$ cat config.mk
export PLATFORM = sky130hd
export DESIGN_NAME = mem_axi_bridge_flat
export DESIGN_NICKNAME = d
export VERILOG_FILES = /design/src/rtl/mem_axi_pkg.sv /design/src/rtl/mem_axi_bridge_if.sv /design/src/rtl/mem_axi_bridge.sv /design/src/flat_wrapper.sv
export SDC_FILE = /design/constraint.sdc
export NUM_CORES = 1
export LEC_CHECK = 0
export BUFFER_PORTS_ARGS = -buffer_cell sky130_fd_sc_hd__buf_4
export CAP_MARGIN = 20
export CORE_MARGIN = 4
export CORE_UTILIZATION = 44
export DETAILED_ROUTE_END_ITERATION = 8
export GPL_ROUTABILITY_DRIVEN = 0
export PLACE_DENSITY = 0.81
export SYNTH_ARGS = -nofsm -noshare
export SYNTH_HDL_FRONTEND = slang
export SYNTH_SLANG_ARGS = --single-unit
$ cat constraint.sdc
create_clock -name clk -period 1.75 [get_ports clk]
set_input_delay 0 -clock clk [delete_from_list [all_inputs] [get_ports clk]]
set_output_delay 0 -clock clk [all_outputs]
set_load 0.01 [all_outputs]
$ cat src/rtl/mem_axi_pkg.sv
// Shared types and constants for the MEM-stage to AXI4-Lite bridge.
package mem_axi_pkg;

    localparam int ADDR_W = 32;
    localparam int DATA_W = 32;

    localparam logic [1:0] RESP_OKAY  = 2'b00;
    localparam logic [3:0] WSTRB_WORD = 4'hF;

    typedef enum logic [2:0] {
        ST_IDLE,
        ST_AR,
        ST_R,
        ST_AW_W,
        ST_B,
        ST_DONE,
        ST_GAP
    } state_e;

endpackage

$ cat src/rtl/mem_axi_bridge_if.sv
// MEM-side request/status signals plus the AXI4-Lite master channels of the bridge.
// Every *valid/*ready pair transfers on a rising edge where both are high; a raised
// valid and its payload stay stable until that edge, and valid never waits on ready.
interface mem_axi_bridge_if #(
    parameter int ADDR_W = 32,
    parameter int DATA_W = 32
);
    logic              axi_start;
    logic              axi_rw;
    logic [ADDR_W-1:0] axi_addr;
    logic [DATA_W-1:0] axi_wdata;
    logic              axi_wvalid;
    logic              axi_wready;
    logic [DATA_W-1:0] axi_rdata;
    logic              axi_done;
    logic              axi_err;
    logic              axi_busy;

    logic [ADDR_W-1:0] m_araddr;
    logic              m_arvalid;
    logic              m_arready;
    logic [DATA_W-1:0] m_rdata;
    logic [1:0]        m_rresp;
    logic              m_rvalid;
    logic              m_rready;
    logic [ADDR_W-1:0] m_awaddr;
    logic              m_awvalid;
    logic              m_awready;
    logic [DATA_W-1:0] m_wdata;
    logic [3:0]        m_wstrb;
    logic              m_wvalid;
    logic              m_wready;
    logic [1:0]        m_bresp;
    logic              m_bvalid;
    logic              m_bready;

    // Bridge view: serves MEM and masters the AXI bus.
    modport master (
        input  axi_start, axi_rw, axi_addr, axi_wdata, axi_wvalid,
        output axi_wready, axi_rdata, axi_done, axi_err, axi_busy,
        output m_araddr, m_arvalid, input m_arready,
        input  m_rdata, m_rresp, m_rvalid, output m_rready,
        output m_awaddr, m_awvalid, input m_awready,
        output m_wdata, m_wstrb, m_wvalid, input m_wready,
        input  m_bresp, m_bvalid, output m_bready
    );

    // Environment view: MEM requester together with the AXI slave.
    modport slave (
        output axi_start, axi_rw, axi_addr, axi_wdata, axi_wvalid,
        input  axi_wready, axi_rdata, axi_done, axi_err, axi_busy,
        input  m_araddr, m_arvalid, output m_arready,
        output m_rdata, m_rresp, m_rvalid, input m_rready,
        input  m_awaddr, m_awvalid, output m_awready,
        input  m_wdata, m_wstrb, m_wvalid, output m_wready,
        output m_bresp, m_bvalid, input m_bready
    );

endinterface

$ cat src/rtl/mem_axi_bridge.sv
// Turns single-beat MEM load/store requests into AXI4-Lite transactions,
// one outstanding at a time, and reports data, completion and status back to MEM.
module mem_axi_bridge
    import mem_axi_pkg::*;
(
    input  logic             clk,
    input  logic             reset,
    mem_axi_bridge_if.master bus_if,
    output state_e           state_o
);

    state_e            state_q, state_d;
    logic [ADDR_W-1:0] addr_q, addr_d;
    logic [DATA_W-1:0] wdata_q, wdata_d;
    logic [DATA_W-1:0] rdata_q, rdata_d;
    logic              err_q, err_d;
    logic              aw_ok_q, aw_ok_d;
    logic              w_ok_q, w_ok_d;
    logic              aw_hs, w_hs;

    always_ff @(posedge clk) begin
        if (reset) begin
            state_q <= ST_IDLE;
            addr_q  <= '0;
            wdata_q <= '0;
            rdata_q <= '0;
            err_q   <= 1'b0;
            aw_ok_q <= 1'b0;
            w_ok_q  <= 1'b0;
        end else begin
            state_q <= state_d;
            addr_q  <= addr_d;
            wdata_q <= wdata_d;
            rdata_q <= rdata_d;
            err_q   <= err_d;
            aw_ok_q <= aw_ok_d;
            w_ok_q  <= w_ok_d;
        end
    end

    always_comb begin
        state_d = state_q;
        addr_d  = addr_q;
        wdata_d = wdata_q;
        rdata_d = rdata_q;
        err_d   = err_q;
        aw_ok_d = aw_ok_q;
        w_ok_d  = w_ok_q;
        aw_hs   = 1'b0;
        w_hs    = 1'b0;

        case (state_q)
            ST_IDLE: begin
                // A store request without its data is left for MEM to repeat.
                if (bus_if.axi_start && bus_if.axi_rw) begin
                    addr_d  = bus_if.axi_addr;
                    state_d = ST_AR;
                end else if (bus_if.axi_start && bus_if.axi_wvalid) begin
                    addr_d  = bus_if.axi_addr;
                    wdata_d = bus_if.axi_wdata;
                    aw_ok_d = 1'b0;
                    w_ok_d  = 1'b0;
                    state_d = ST_AW_W;
                end
            end
            ST_AR: begin
                if (bus_if.m_arready) begin
                    state_d = ST_R;
                end
            end
            ST_R: begin
                if (bus_if.m_rvalid) begin
                    rdata_d = bus_if.m_rdata;
                    err_d   = (bus_if.m_rresp != RESP_OKAY);
                    state_d = ST_DONE;
                end
            end
            ST_AW_W: begin
                // AW and W complete independently, possibly on the same edge.
                aw_hs   = !aw_ok_q && bus_if.m_awready;
                w_hs    = !w_ok_q && bus_if.m_wready;
                aw_ok_d = aw_ok_q || aw_hs;
                w_ok_d  = w_ok_q || w_hs;
                if (aw_ok_d && w_ok_d) begin
                    state_d = ST_B;
                end
            end
            ST_B: begin
                if (bus_if.m_bvalid) begin
                    err_d   = (bus_if.m_bresp != RESP_OKAY);
                    state_d = ST_DONE;
                end
            end
            ST_DONE: state_d = ST_GAP;
            // MEM's registered start is still high here and must not re-trigger.
            ST_GAP:  state_d = ST_IDLE;
            default: state_d = ST_IDLE;
        endcase
    end

    assign bus_if.m_araddr  = addr_q;
    assign bus_if.m_arvalid = (state_q == ST_AR);
    assign bus_if.m_rready  = (state_q == ST_R);
    assign bus_if.m_awaddr  = addr_q;
    assign bus_if.m_awvalid = (state_q == ST_AW_W) && !aw_ok_q;
    assign bus_if.m_wdata   = wdata_q;
    assign bus_if.m_wstrb   = WSTRB_WORD;
    assign bus_if.m_wvalid  = (state_q == ST_AW_W) && !w_ok_q;
    assign bus_if.m_bready  = (state_q == ST_B);

    assign bus_if.axi_wready = (state_q == ST_IDLE);
    assign bus_if.axi_busy   = (state_q != ST_IDLE);
    assign bus_if.axi_rdata  = rdata_q;
    assign bus_if.axi_done   = (state_q == ST_DONE);
    assign bus_if.axi_err    = (state_q == ST_DONE) && err_q;

    assign state_o = state_q;

endmodule

$ cat src/flat_wrapper.sv
// flat-port wrapper written by rule: the top's interface ports become plain ports
module mem_axi_bridge_flat import mem_axi_pkg::*;
  (clk, reset, state_o, bus_if_axi_start, bus_if_axi_rw, bus_if_axi_addr, bus_if_axi_wdata, bus_if_axi_wvalid, bus_if_axi_wready, bus_if_axi_rdata, bus_if_axi_done, bus_if_axi_err, bus_if_axi_busy, bus_if_m_araddr, bus_if_m_arvalid, bus_if_m_arready, bus_if_m_rdata, bus_if_m_rresp, bus_if_m_rvalid, bus_if_m_rready, bus_if_m_awaddr, bus_if_m_awvalid, bus_if_m_awready, bus_if_m_wdata, bus_if_m_wstrb, bus_if_m_wvalid, bus_if_m_wready, bus_if_m_bresp, bus_if_m_bvalid, bus_if_m_bready);
  mem_axi_bridge_if bus_if_i ();
  input  logic clk;
  input  logic reset;
  output state_e state_o;
  input wire logic [$bits(bus_if_i.axi_start)-1:0] bus_if_axi_start;
  input wire logic [$bits(bus_if_i.axi_rw)-1:0] bus_if_axi_rw;
  input wire logic [$bits(bus_if_i.axi_addr)-1:0] bus_if_axi_addr;
  input wire logic [$bits(bus_if_i.axi_wdata)-1:0] bus_if_axi_wdata;
  input wire logic [$bits(bus_if_i.axi_wvalid)-1:0] bus_if_axi_wvalid;
  output wire logic [$bits(bus_if_i.axi_wready)-1:0] bus_if_axi_wready;
  output wire logic [$bits(bus_if_i.axi_rdata)-1:0] bus_if_axi_rdata;
  output wire logic [$bits(bus_if_i.axi_done)-1:0] bus_if_axi_done;
  output wire logic [$bits(bus_if_i.axi_err)-1:0] bus_if_axi_err;
  output wire logic [$bits(bus_if_i.axi_busy)-1:0] bus_if_axi_busy;
  output wire logic [$bits(bus_if_i.m_araddr)-1:0] bus_if_m_araddr;
  output wire logic [$bits(bus_if_i.m_arvalid)-1:0] bus_if_m_arvalid;
  input wire logic [$bits(bus_if_i.m_arready)-1:0] bus_if_m_arready;
  input wire logic [$bits(bus_if_i.m_rdata)-1:0] bus_if_m_rdata;
  input wire logic [$bits(bus_if_i.m_rresp)-1:0] bus_if_m_rresp;
  input wire logic [$bits(bus_if_i.m_rvalid)-1:0] bus_if_m_rvalid;
  output wire logic [$bits(bus_if_i.m_rready)-1:0] bus_if_m_rready;
  output wire logic [$bits(bus_if_i.m_awaddr)-1:0] bus_if_m_awaddr;
  output wire logic [$bits(bus_if_i.m_awvalid)-1:0] bus_if_m_awvalid;
  input wire logic [$bits(bus_if_i.m_awready)-1:0] bus_if_m_awready;
  output wire logic [$bits(bus_if_i.m_wdata)-1:0] bus_if_m_wdata;
  output wire logic [$bits(bus_if_i.m_wstrb)-1:0] bus_if_m_wstrb;
  output wire logic [$bits(bus_if_i.m_wvalid)-1:0] bus_if_m_wvalid;
  input wire logic [$bits(bus_if_i.m_wready)-1:0] bus_if_m_wready;
  input wire logic [$bits(bus_if_i.m_bresp)-1:0] bus_if_m_bresp;
  input wire logic [$bits(bus_if_i.m_bvalid)-1:0] bus_if_m_bvalid;
  output wire logic [$bits(bus_if_i.m_bready)-1:0] bus_if_m_bready;
  assign bus_if_i.axi_start = bus_if_axi_start;
  assign bus_if_i.axi_rw = bus_if_axi_rw;
  assign bus_if_i.axi_addr = bus_if_axi_addr;
  assign bus_if_i.axi_wdata = bus_if_axi_wdata;
  assign bus_if_i.axi_wvalid = bus_if_axi_wvalid;
  assign bus_if_axi_wready = bus_if_i.axi_wready;
  assign bus_if_axi_rdata = bus_if_i.axi_rdata;
  assign bus_if_axi_done = bus_if_i.axi_done;
  assign bus_if_axi_err = bus_if_i.axi_err;
  assign bus_if_axi_busy = bus_if_i.axi_busy;
  assign bus_if_m_araddr = bus_if_i.m_araddr;
  assign bus_if_m_arvalid = bus_if_i.m_arvalid;
  assign bus_if_i.m_arready = bus_if_m_arready;
  assign bus_if_i.m_rdata = bus_if_m_rdata;
  assign bus_if_i.m_rresp = bus_if_m_rresp;
  assign bus_if_i.m_rvalid = bus_if_m_rvalid;
  assign bus_if_m_rready = bus_if_i.m_rready;
  assign bus_if_m_awaddr = bus_if_i.m_awaddr;
  assign bus_if_m_awvalid = bus_if_i.m_awvalid;
  assign bus_if_i.m_awready = bus_if_m_awready;
  assign bus_if_m_wdata = bus_if_i.m_wdata;
  assign bus_if_m_wstrb = bus_if_i.m_wstrb;
  assign bus_if_m_wvalid = bus_if_i.m_wvalid;
  assign bus_if_i.m_wready = bus_if_m_wready;
  assign bus_if_i.m_bresp = bus_if_m_bresp;
  assign bus_if_i.m_bvalid = bus_if_m_bvalid;
  assign bus_if_m_bready = bus_if_i.m_bready;
  mem_axi_bridge u_core (.clk(clk), .reset(reset), .bus_if(bus_if_i), .state_o(state_o));
endmodule
==> metrics.csv, run 1 <==
stage;metric;value;unit
pwr;Sw Ratio;32.8;%
timing;actual slew at the worst max-slew pin;0.522;ns
flow_run;Max-cap violations;0;
timing;setup ws final;0.132;ns
grt;overall global routing resource usage;25.8;%
cts;CTS tree;built;
worst_setup_path;CP cell instances;nor3_2 -> o211a_1 -> buf_4 -> nand2_1 -> a21oi_1;
timing;Final Slew Violations;0;
placed_design;Setup WS pre-CTS;0.216;ns
floorplan;IO Pins;254;
cts;Post-CTS Setup Bufs;0;
timing;Peak Freq;618;MHz
min_path;Worst Hold Class;in2reg;
worst_setup_path;largest fanout on the critical path;23;
finish;# fillers;641;
floorplan;Core Area;9370;um2
yosys;average footprint of a synthesized cell;8.43;um2
worst_setup_path;max incr delay on CP;0.38;ns
pwr;clock share of power;23.4;%
floorplan;Die Y;107;um
worst_setup_path;critical path's slowest cell;nor3_2;
drt;initial DRC count;266;
drt;DRT Wirelength;15300;um
worst_setup_path;Worst Path Required;2.02;ns
pwr;Lkg Pwr;3.11;nW
finish;share of post-route cells with drive strength above 1;43.1;%
worst_setup_path;crit path launch type;flop;
yosys;Yosys Warn Count;0;
drt;Pre-antenna DRT Iters;5;
floorplan;die span in x;107;um
placed_design;Placement Cell Area;5990;um2
cts;CTS Buf Count;9;
placed_design;placed cells;838;
finish;final instance area;7200;um2
timing;RSZ-0062 raised after global routing;no;
cts;CTS Root Cell;clkbuf_8;
yosys;Syn Std Cell Area;4310;um2
floorplan;Die Area;11500;um2
cts;clk sinks;102;
grt;grt ovf;0;
timing;clk_skew;0.0131;ns
yosys;Yosys top cell by area;dfxtp_1;
finish;Syn-to-layout area delta;66.9;%
drt;post-route antenna net violation count;0;
pwr;internal power;4.46;mW
cts;htree depth;3;
yosys;Post-Synthesis Cells;512;
yosys;Synth area leaders;dfxtp_1 47%, nand2_1 14%, a21oi_2 8.3%, a21oi_1 6.8%, buf_4 6.8%;
worst_setup_path;flop-to-flop setup slack;0.13;ns
drt;# DRC;0;
worst_setup_path;worst endpoint data arrival time;1.88;ns
drt;Via density;4.90;
grt;initial antenna violation count;0;
pwr;VDD IR max;568;uV
timing;Final Hold Fails;0;
drt;DR vias;4678;
cts;Max Root-Sink Buffers;2;
grt;largest net degree at the start of global routing;53;
finish;nets@finish;929;
cts;Worst-path clk slew;0.10;ns
pwr;total net switching power;2.18;mW
finish;final cell count without fillers;954;
grt;first-pass GRT wire length;23700;um
timing;Period Utilization, post-route;92.4;%
yosys;post-synthesis cell type count;36;
yosys;Seq cells post-synth;102;
floorplan;FP Rows;35;
floorplan;Initial Utilization;46.0;%
placed_design;DP HPWL;9610;um
yosys;sequential share of the synthesized area;47.3;%
yosys;post-synth top area share;47.3;%
pwr;P per Cell Area;922;nW/um2
placed_design;number of port buffers;249;
pwr;Gate power share;35.2;%
worst_setup_path;Crit Path Class;reg2reg;
timing;slew margin rel.;65.2;%
status;status;complete, no violations;
timing;Finish-stage setup viols;0;
grt;number of global-route vias before repair;4727;
pwr;Flop pwr share;41.4;%
timing;total negative setup slack;0;ns
drt;Routed wire per std cell;16.0;um
finish;fin util;76.8;%
cts;Clock Latency Late Sink;0.35;ns
worst_setup_path;endpoint type of the worst setup path;flop;
timing;fin crit period;1.62;ns
[worst paths after layout]
path	startpoint	end	depth (start not counted)
setup / recovery	u_core.state_o[2]	u_core.bus_if.m_araddr[31]	5
hold / removal	bus_if_m_rvalid	u_core.state_o[1]	3
setup reg to reg	u_core.state_o[2]	u_core.bus_if.m_araddr[31]	5
hold reg to reg	u_core.bus_if.m_wdata[10]	u_core.bus_if.m_wdata[10]	2
[flip-flops by register name, summed over array words and instances, names as in the netlist]
register	flops
u_core.bus_if.axi_rdata	32
u_core.state_o	3
u_core.err_q	1
u_core.bus_if.m_wdata	32
u_core.bus_if.m_araddr	32
u_core.aw_ok_q	1
u_core.w_ok_q	1
[synthesized netlist by cell type, drive strengths merged]
library cell,n
o211ai,2
a31oi,1
nand2,194
nor3,1
o2bb2ai,1
nor2b,1
a2111oi,1
and2,2
o211a,1
or2b,1
o21ai,2
dfxtp,102
nand3b,3
and4b,1
o22ai,1
or2,1
nor3b,2
nor2,13
conb,1
a22oi,3
o221ai,1
and3,1
nand2b,1
mux2i,2
buf,49
nand4b,1
clkbuf,20
nand3,1
inv,2
a21oi,100
[critical path: cells and delay by family (launching register included)]
kind,cells,cell delay [ns]
simple gates,2,0.48
buf+inv,1,0.27
compound gates,2,0.42
flops,1,0.36
[stage by stage]
stage | power (mW) | hold WS, ns
after global routing | 6.99 | 0.0159
after CTS | 6.64 | 0.00290
after detailed placement | 4.91 | 0.253
final | 6.64 | 0.0258
after global placement | 4.84 | 0.246
after floorplan | 4.02 | 0.127
[cell families after synthesis]
family / synth area share, %
compound gates: 17.4
buf+inv: 11.9
simple gates: 22.8
mux: 0.464
flops: 47.3
other cells: 0.0869
[final cells by class]
type	instances	area, um2	area share, %
tap	129	161	2.24
clock inverter	4	55.1	0.765
multi-input combinational	342	1770	24.6
timing repair buffer	362	3000	41.7
sequential	102	2040	28.4
antenna	1	2.50	0.0348
inverter	2	7.51	0.104
clock buffer	12	155	2.16
[routing by layer]
metal  track usage (%)  share of wire (%)  wire, um  vias up
li1                  -                  -         -     2225
met1              27.3                 36      5500     2172
met2              47.5                 53      8070      241
met3              6.32                7.6      1160       40
met4              12.2                3.5       533        0
met5                 0                  0         0        -
[what timing repair did]
item | CTS | global route
resized for setup | 0 | 1
endpoints found under the hold margin | 100 | 0
endpoints found under the setup margin | 0 | 1
hold buffers | 99 | 0
[power by group through the flow]
stage | combinational [mW] | clock (mW) | sequential [mW]
4_1_cts | 2.31 | 1.60 | 2.74
2_1_floorplan | 1.13 | 0 | 2.88
5_1_grt | 2.51 | 1.70 | 2.78
6_report | 2.34 | 1.55 | 2.75
3_3_place_gp | 2.07 | 0 | 2.78
3_5_place_dp | 2.12 | 0 | 2.79
[cell usage in the layout, fill, tap and decap left out, drive strengths merged, types with 2 or more instances in the layout]
cell and n:
and2 2, dlygate4sd3 99, a21oi 100, nor3b 2, conb 4, nor2 13
nand2 194, o21ai 2, a22oi 3, inv 2, dfxtp 102, nand3b 3
buf 263, clkinv 2, clkbuf 12, mux2i 2, o211ai 2
Note: power is estimated with default switching activity, not from simulation.
==> inputs of run 2 (changes only) <==
==> constraint.sdc (replaced) <==
create_clock -name clk -period 1.75 [get_ports clk]
set_input_delay 0.175 -clock clk [delete_from_list [all_inputs] [get_ports clk]]
set_output_delay 0.175 -clock clk [all_outputs]
set_load 0.01 [all_outputs]
==> metrics.csv, run 2 (same netlist as run 1, synthesis figures left out) <==
stage;metric;value;unit;change
placed_design;DP HPWL;9760;um;+1.6%
worst_setup_path;FF-to-FF path depth;7;;+2
worst_setup_path;worst r2r src;u_core.state_o[0];;
timing;Peak Freq;613;MHz;-0.82%
timing;Final Slew Violations;0;;unchanged
worst_setup_path;endpoint type of the worst setup path;output port;;
finish;ant diodes;0;;-1
floorplan;FP Rows;35;;unchanged
drt;DRT Wirelength;12600;um;-18%
worst_setup_path;Crit Path Class;reg2out;;
finish;most frequent cells in the layout;260 x buf_4, 164 x nand2_1, 100 x dfxtp_1, 59 x a21oi_1, 41 x a21oi_2;;
worst_setup_path;max incr delay on CP;0.34;ns;-0.04 ns
worst_setup_path;worst endpoint data arrival time;1.46;ns;-0.42 ns
grt;first-pass GRT wire length;19400;um;-18%
worst_setup_path;critical path's slowest cell;dfxtp_2;;
drt;Via density;4.82;;-1.8%
grt;initial antenna violation count;0;;unchanged
worst_setup_path;CP delay by family, top;simple AND/OR/NAND/NOR gates;;
cts;CTS tree;built;;
worst_setup_path;largest fanout on the critical path;12;;-48%
floorplan;IO Pins;254;;unchanged
timing;clk_skew;0.0147;ns;+0.00165 ns
finish;commonest non-fill, non-tap cell in the layout;buf_4;;
cts;Clock Latency Late Sink;0.35;ns;about the same
timing;setup ws final;0.119;ns;-0.0134 ns
worst_setup_path;flop-to-flop setup slack;0.13;ns;about the same
worst_setup_path;crit path launch type;flop;;
floorplan;Initial Utilization;46.0;%;unchanged
drt;Routed wire per std cell;14.7;um;-8.4%
timing;RSZ-0062 raised after global routing;no;;
drt;Pre-antenna DRT Iters;4;;-1
worst_setup_path;Worst Path Required;1.57;ns;-0.45 ns
cts;Max Root-Sink Buffers;2;;unchanged
min_path;Worst Hold Class;in2reg;;
cts;CTS Buf Count;9;;unchanged
grt;number of global-route vias before repair;3937;;-17%
finish;nets@finish;834;;-10%
timing;Period Utilization, post-route;93.2;%;+0.77 points
drt;initial DRC count;198;;-26%
cts;Worst-path clk slew;0.10;ns;about the same
worst_setup_path;Worst path depth;5;;unchanged
worst_setup_path;r2r endpoint;u_core.bus_if.axi_rdata[31];;
timing;Final Hold Fails;0;;unchanged
pwr;VDD IR max;461;uV;-19%
timing;Finish-stage setup viols;0;;unchanged
pwr;total power;6.31;mW;-4.9%
worst_setup_path;Worst setup endpoint;bus_if_m_awvalid;;
cts;CTS Root Cell;clkbuf_8;;
floorplan;Die Area;11500;um2;unchanged
floorplan;Die Y;107;um;unchanged
finish;Syn-to-layout area delta;45.0;%;
grt;grt ovf;0;;unchanged
cts;htree depth;3;;unchanged
placed_design;Setup WS pre-CTS;0.227;ns;+0.0109 ns
pwr;P per Cell Area;1010;nW/um2;+9.4%
placed_design;number of port buffers;249;;unchanged
cts;clk sinks;102;;unchanged
finish;share of post-route cells with drive strength above 1;49.8;%;+6.7 points
worst_setup_path;CP startpoint;u_core.state_o[2];;
worst_setup_path;CP cell instances;buf_6 -> nand2b_4 -> or2_4 -> nor2_2 -> buf_4;;
floorplan;die span in x;107;um;unchanged
drt;# DRC;0;;unchanged
drt;DR vias;4133;;-12%
finish;# fillers;831;;+30%
grt;largest net degree at the start of global routing;45;;-15%
pwr;Lkg Pwr;2.71;nW;-13%
floorplan;Core Area;9370;um2;unchanged
grt;overall global routing resource usage;20.9;%;-4.9 points
worst_setup_path;Buf+Inv Stages, Crit Path;2;;+1
timing;fin crit period;1.63;ns;+0.0134 ns
flow_run;Max-cap violations;0;;unchanged
status;status;complete, no violations;;
drt;post-route antenna net violation count;0;;unchanged
timing;total negative setup slack;0;ns;unchanged
-- run 2: power breakdown --
| group | internal, mW | switching [mW] |
|---|---|---|
| sequential | 2.57 | 0.173 |
| combinational | 1.09 | 1.14 |
| clock | 0.563 | 0.770 |
-- run 2: cell type report --
| type | count | area, um2 | share of cell area [%] |
|---|---|---|---|
| Inverter | 2 | 11.3 | 0.180 |
| Timing Repair Buffer | 267 | 2070 | 33.2 |
| Clock inverter | 4 | 31.3 | 0.500 |
| Tap cell | 129 | 161 | 2.58 |
| Multi-Input combinational cell | 342 | 1790 | 28.5 |
| Sequential cell | 102 | 2050 | 32.7 |
| Clock buffer | 12 | 145 | 2.32 |
-- run 2: worst register-to-register path: stages, from the launching register on --
cell and delay [ns]:
dfxtp_1 0.34, buf_6 0.14, buf_4 0.16, nor3b_2 0.24
and2_1 0.21, buf_12 0.24, nand2_1 0.09, a21oi_1 0.14
-- run 2: worst min-delay path by stage --
stage,start,to,slack (ns),cells past startpoint
after CTS,bus_if_m_rdata[21],u_core.bus_if.axi_rdata[21],0.04,3
final,bus_if_axi_addr[4],u_core.bus_if.m_araddr[4],0.06,3
after detailed placement,bus_if_m_rdata[21],u_core.bus_if.axi_rdata[21],0.43,3
after floorplan,bus_if_m_rdata[10],u_core.bus_if.axi_rdata[10],0.30,2
after global routing,bus_if_m_rdata[21],u_core.bus_if.axi_rdata[21],0.03,3
after global placement,bus_if_m_rdata[31],u_core.bus_if.axi_rdata[31],0.42,3
-- run 2: metal layers --
| layer | vias to the layer above | share of wire (%) | track usage (%) |
|---|---|---|---|
| met3 | 29 | 8.0 | 5.30 |
| li1 | 2037 | - | - |
| met5 | - | 0 | 0 |
| met1 | 1893 | 37 | 22.7 |
| met2 | 174 | 53 | 38.5 |
| met4 | 0 | 2.6 | 8.04 |
-- run 2: what timing repair did --
action	CTS	global route
setup buffers	0	6
hold buffers	0	0
pin swaps	0	1
gates cloned	0	0
endpoints found under the hold margin	0	0
gates resized for setup	3	7
endpoints found under the setup margin	3	2
-- run 2: through the flow --
stage	util [%]	std cells	hold WS [ns]	cell area [um2]
2_1_floorplan	-	515	0.302	4330
3_3_place_gp	64.1	836	0.421	6000
3_5_place_dp	64.1	836	0.427	6000
4_1_cts	66.1	852	0.0380	6190
5_1_grt	66.8	858	0.0345	6260
6_report	66.8	858	0.0558	6260
